--- config.mk ---
export PLATFORM = sky130hd
export DESIGN_NAME = instruction_fetch_stage
export DESIGN_NICKNAME = d
export VERILOG_FILES = /design/src/rtl/instruction_fetch_stage.sv
export SDC_FILE = /design/constraint.sdc
export NUM_CORES = 1
export LEC_CHECK = 0
export CAP_MARGIN = 20
export CORE_UTILIZATION = 33
export CTS_BUF_LIST = sky130_fd_sc_hd__clkbuf_16
export CTS_CLUSTER_DIAMETER = 30
export DETAILED_ROUTE_END_ITERATION = 7
export SLEW_MARGIN = 5
export SYNTH_ARGS = -nofsm -noshare
export SYNTH_HDL_FRONTEND = slang
export SYNTH_SLANG_ARGS = --single-unit
--- constraint.sdc ---
create_clock -name clk -period 5.8 [get_ports clk]
set_clock_uncertainty 0.2 [all_clocks]
set_input_delay 1.16 -clock clk [delete_from_list [all_inputs] [get_ports clk]]
set_output_delay 1.16 -clock clk [all_outputs]
set_load 0.05 [all_outputs]
--- src/rtl/instruction_fetch_stage.sv ---
// instruction_fetch_stage: PC generation, synchronous imem fetch and IF/ID register with skid-based stall and branch flush.
// Optional FETCH_PERF_CNT_EN adds saturating fetch_count / stall_count outputs.
module instruction_fetch_stage #(
    parameter int          PC_WIDTH  = 32,
    parameter int          PC_STEP   = 1,
    parameter logic [31:0] NOP_INSTR = 32'hF000_0000
) (
    input  logic                clk,
    input  logic                reset_n,
    output logic [PC_WIDTH-1:0] imem_addr,
    output logic                imem_en,
    input  logic [31:0]         imem_data,
    input  logic                stall,
    input  logic                branch_taken,
    input  logic [PC_WIDTH-1:0] branch_target,
    input  logic                halt,
    output logic [31:0]         instr_out,
    output logic [PC_WIDTH-1:0] pc_out,
    output logic                instr_valid
`ifdef FETCH_PERF_CNT_EN
    ,
    output logic [31:0]         fetch_count,
    output logic [31:0]         stall_count
`endif
);
    localparam logic [1:0] BOOT   = 2'd0;
    localparam logic [1:0] RUN    = 2'd1;
    localparam logic [1:0] HALTED = 2'd2;

    logic [1:0]          state_q, state_d;
    logic [PC_WIDTH-1:0] pc_q, pc_d;
    logic                pend_q, pend_d;
    logic [PC_WIDTH-1:0] pend_pc_q, pend_pc_d;
    logic [31:0]         skid_q, skid_d;
    logic [PC_WIDTH-1:0] skid_pc_q, skid_pc_d;
    logic                skid_valid_q, skid_valid_d;
    logic [31:0]         instr_q, instr_d;
    logic [PC_WIDTH-1:0] pc_out_q, pc_out_d;
    logic                valid_q, valid_d;

    assign imem_en     = (state_q == RUN) & ~stall & ~branch_taken & ~halt;
    assign imem_addr   = pc_q;
    assign instr_out   = instr_q;
    assign pc_out      = pc_out_q;
    assign instr_valid = valid_q;

    always_comb begin
        state_d      = state_q;
        pc_d         = pc_q;
        pend_d       = pend_q;
        pend_pc_d    = pend_pc_q;
        skid_d       = skid_q;
        skid_pc_d    = skid_pc_q;
        skid_valid_d = skid_valid_q;
        instr_d      = instr_q;
        pc_out_d     = pc_out_q;
        valid_d      = valid_q;
        if (state_q == BOOT) begin
            state_d = RUN;
        end else if (state_q == RUN && branch_taken) begin
            pc_d         = branch_target;
            pend_d       = 1'b0;
            skid_valid_d = 1'b0;
            instr_d      = NOP_INSTR;
            pc_out_d     = '0;
            valid_d      = 1'b0;
        end else begin
            // HALTED keeps draining through the same path; imem_en is already 0 there
            if (state_q == RUN && halt) state_d = HALTED;
            if (stall) begin
                if (pend_q) begin
                    skid_d       = imem_data;
                    skid_pc_d    = pend_pc_q;
                    skid_valid_d = 1'b1;
                end
                pend_d = 1'b0;
            end else begin
                instr_d      = skid_valid_q ? skid_q : pend_q ? imem_data : NOP_INSTR;
                pc_out_d     = skid_valid_q ? skid_pc_q : pend_q ? pend_pc_q : '0;
                valid_d      = skid_valid_q | pend_q;
                skid_valid_d = 1'b0;
                pend_d       = imem_en;
                pend_pc_d    = imem_en ? pc_q : pend_pc_q;
                pc_d         = imem_en ? pc_q + PC_WIDTH'(PC_STEP) : pc_q;
            end
        end
    end

    always_ff @(posedge clk or negedge reset_n) begin
        if (!reset_n) begin
            state_q      <= BOOT;
            pc_q         <= '0;
            pend_q       <= 1'b0;
            pend_pc_q    <= '0;
            skid_q       <= NOP_INSTR;
            skid_pc_q    <= '0;
            skid_valid_q <= 1'b0;
            instr_q      <= NOP_INSTR;
            pc_out_q     <= '0;
            valid_q      <= 1'b0;
        end else begin
            state_q      <= state_d;
            pc_q         <= pc_d;
            pend_q       <= pend_d;
            pend_pc_q    <= pend_pc_d;
            skid_q       <= skid_d;
            skid_pc_q    <= skid_pc_d;
            skid_valid_q <= skid_valid_d;
            instr_q      <= instr_d;
            pc_out_q     <= pc_out_d;
            valid_q      <= valid_d;
        end
    end

`ifdef FETCH_PERF_CNT_EN
    logic [31:0] fetch_cnt_q, fetch_cnt_d;
    logic [31:0] stall_cnt_q, stall_cnt_d;

    assign fetch_count = fetch_cnt_q;
    assign stall_count = stall_cnt_q;

    always_comb begin
        fetch_cnt_d = (imem_en && !(&fetch_cnt_q)) ? fetch_cnt_q + 32'd1 : fetch_cnt_q;
        stall_cnt_d = (state_q == RUN && stall && !branch_taken && !(&stall_cnt_q)) ? stall_cnt_q + 32'd1 : stall_cnt_q;
    end

    always_ff @(posedge clk or negedge reset_n) begin
        if (!reset_n) begin
            fetch_cnt_q <= '0;
            stall_cnt_q <= '0;
        end else begin
            fetch_cnt_q <= fetch_cnt_d;
            stall_cnt_q <= stall_cnt_d;
        end
    end
`endif
endmodule

==> impl_metrics.ini <==
[detailed_routing]
first_pass_iters = 5
vias = 6791
drt-vias-per-instance = 5.21
wl_per_cell_um = 17.6
routed_wl_um = 23000
drc_errors = 0
drt_iter0_drc = 515
drtAntennaViolNets = 0

[finish]
stdcell_count = 1304
antennaDiodeCount = 0
drive_gt1_frac = 0.129
nets = 1027
design_area_mm2 = 0.0113
areaGrowthSynthToFinish_pct = 29.1
postLayoutCoreUtil = 0.434
n_fill_cell = 2494

[power]
ir_worst_vdd_mv = 0.246
p_leak_nw = 4.86
power.density_mw_per_mm2 = 285

[timing]
rsz0062_at_grt = no
max_slew.worst_pin.slew_ns = 0.888
max_freq_ghz = 0.254
relSlewSlack = 0.408
setup_viol = 0
layout_setup_ws_ns = 1.87
period_share = 0.678
finalCriticalPeriod_ns = 3.93
hold_violations = 0
slew_violations = 0
tns_ns = 0

[logic_synthesis]
yosys_warnings = 0
seq_area_frac_synth = 0.566
synthMuxAreaShare = 0.0859
synth_edf_count = 0
synth-simple-area-share = 0.142
synth-compound-area-share = 0.166
synth_fa_ha_area_frac = 0.00143
synth-async-reset-ratio = 1.00
synth_xor_area_frac = 0.00602
synth_cells = 822
synth-main-ff-cell = dfrtp_1
synth.cell_area_mm2 = 0.00873
ys_ff_latch = 197
synth_top_family_by_area = compound AO/OA/AOI/OAI gates
syn-num-nets = 892
synth.distinct_cells = 50
synth_area_per_cell_um2 = 10.6

[setup_path]
ff2ff_path_depth = 4
rrSetupSlack_ns = 3.19
critPathKind = in -> out
path_max_fanout = 5
reg2reg_to = instr_out[26]
start_kind = input pin
r2r_start = state_q[0]
arrival_ns = 2.57
worstPathRequired_ns = 4.44
critPathCaptureType = output pin

[placed_design]
gp_congestion = 0.757
io_buffers = 166
postPlaceCellArea_mm2 = 0.0107
dp_hpwl_um = 14400
place_ws_ns = 1.89
post-place-cells = 1272

[cts]
clock-sinks = 197
cts_resized = 0
cts_tree = done
h-tree-depth = 4
cts_setup_buffers = 0
cts_hold_buf = 0
cts_buffers = 17
clk_path_buf_depth = 2
cts-root-buf = clkbuf_16
clk_pin_slew_worst_paths_ns = 0.07
clk_latency_ns = 0.42

[global_routing]
use_met2 = 0.274
grt_use_met3 = 0.0254
overflow = 0
track_usage = 0.176
top_usage_layer = met2
grt_max_degree = 108
globalRouteMet1Util = 0.251
grt_pass1_vias = 6625
grt_pass1_wl_um = 36900
grt_antenna_before_repair = 0

[worst_hold_path]
min_from = instr_out[0]
hold_end = instr_out[0]
hold_path_class = reg -> reg
holdPathStages = 2

[status]
status = finished, final reports clean

[die]
die_width_um = 165
ioPinCount = 167
coreArea_mm2 = 0.0260
initial_core_util = 0.336
fp-row-count = 59
dieArea_mm2 = 0.0271
die_h_um = 165

[flow_run]
cap_viol_max_count = 0
Yosys cell counts (all sizes together) (11+ instances only):
library cell  instances  area, µm²
dfrtp               189       4730
buf                  26        124
clkbuf               37        139
nand3                29        150
nand4                11       75.1
nand2               177        672
o21ai                25        125
mux2                 63        709
nor2                 23       86.3
a22oi                73        548
a21oi                17       85.1
o31ai                60        450
worst max-delay path, stage by stage:
cell and delay, ns:
clkdlybuf4s50_1 0.49, nor4b_1 0.49, nand2_2 0.12, inv_1 0.16, buf_12 0.16
flip-flops by register name, summed over array words and instances, names as in the netlist:
name	count
imem_addr	32
instr_out	32
skid_q	32
pc_out	32
pend_q	1
pend_pc_q	32
instr_valid	1
skid_pc_q	32
state_q	2
skid_valid_q	1
cell type report:
type | count | area [µm²] | area share
sequential | 197 | 4940 | 0.439
multi-input combinational | 556 | 3520 | 0.313
clock inverter | 14 | 134 | 0.0119
tap | 335 | 419 | 0.0372
timing repair buffer | 179 | 1800 | 0.160
inverter | 6 | 22.5 | 0.00200
clock buffer | 17 | 425 | 0.0378
cell usage in the layout (no fill, tap or decap), drive strengths merged, types with 4 or more instances in the layout:
master | netlist | routed
dfrtp | 189 | 189
nand2 | 177 | 177
clkdlybuf4s50 | 0 | 164
a22oi | 73 | 73
mux2 | 63 | 63
o31ai | 60 | 60
nand3 | 29 | 29
o21ai | 25 | 25
nor2 | 23 | 23
clkbuf | 37 | 18
a21oi | 17 | 17
buf | 26 | 14
nand4 | 11 | 11
nor3 | 9 | 9
inv | 6 | 9
clkinv | 0 | 9
dfstp | 8 | 8
and3 | 7 | 7
o211ai | 6 | 6
o311ai | 5 | 5
nor2b | 5 | 5
or4 | 4 | 4
mux2i | 4 | 4
xnor2 | 4 | 4
where the power goes:
| group | total [mW] | internal [mW] | switching (mW) |
|---|---|---|---|
| sequential | 1.61 | 1.49 | 0.126 |
| combinational | 0.443 | 0.181 | 0.263 |
| clock | 1.15 | 0.631 | 0.521 |
| total | 3.21 | 2.30 | 0.909 |
cells by family after synthesis:
family	Yosys count
AND/OR/NAND/NOR	277
AO/OA/AOI/OAI	205
flip-flops	197
buffers and inverters	69
multiplexers	67
XOR/XNOR	6
adder cells (fa/ha/maj)	1
stage by stage:
step / power (mW) / hold WS, ns
floorplan: 1.87 / 0.251
global placement: 2.07 / 0.260
detailed placement: 2.08 / 0.266
CTS: 3.25 / 0.282
global route: 3.36 / 0.299
finish: 3.21 / 0.275
worst max-delay path by stage:
stage                     startpoint  endpoint  slack, ns  cells past startpoint
after global routing           stall   imem_en       1.82                      5
final                          stall   imem_en       1.87                      5
after global placement         stall   imem_en       1.89                      5
after detailed placement       stall   imem_en       1.89                      5
after floorplan                stall   imem_en       2.20                      5
after CTS                      stall   imem_en       1.87                      5
metal layers:
layer	share of wire	wire length, µm	vias up
li1	-	-	3247
met2	0.46	10500	170
met1	0.49	11300	3354
met4	0.016	368	0
met5	0	0	-
met3	0.035	800	20
Note: power is estimated with default switching activity, not from simulation.
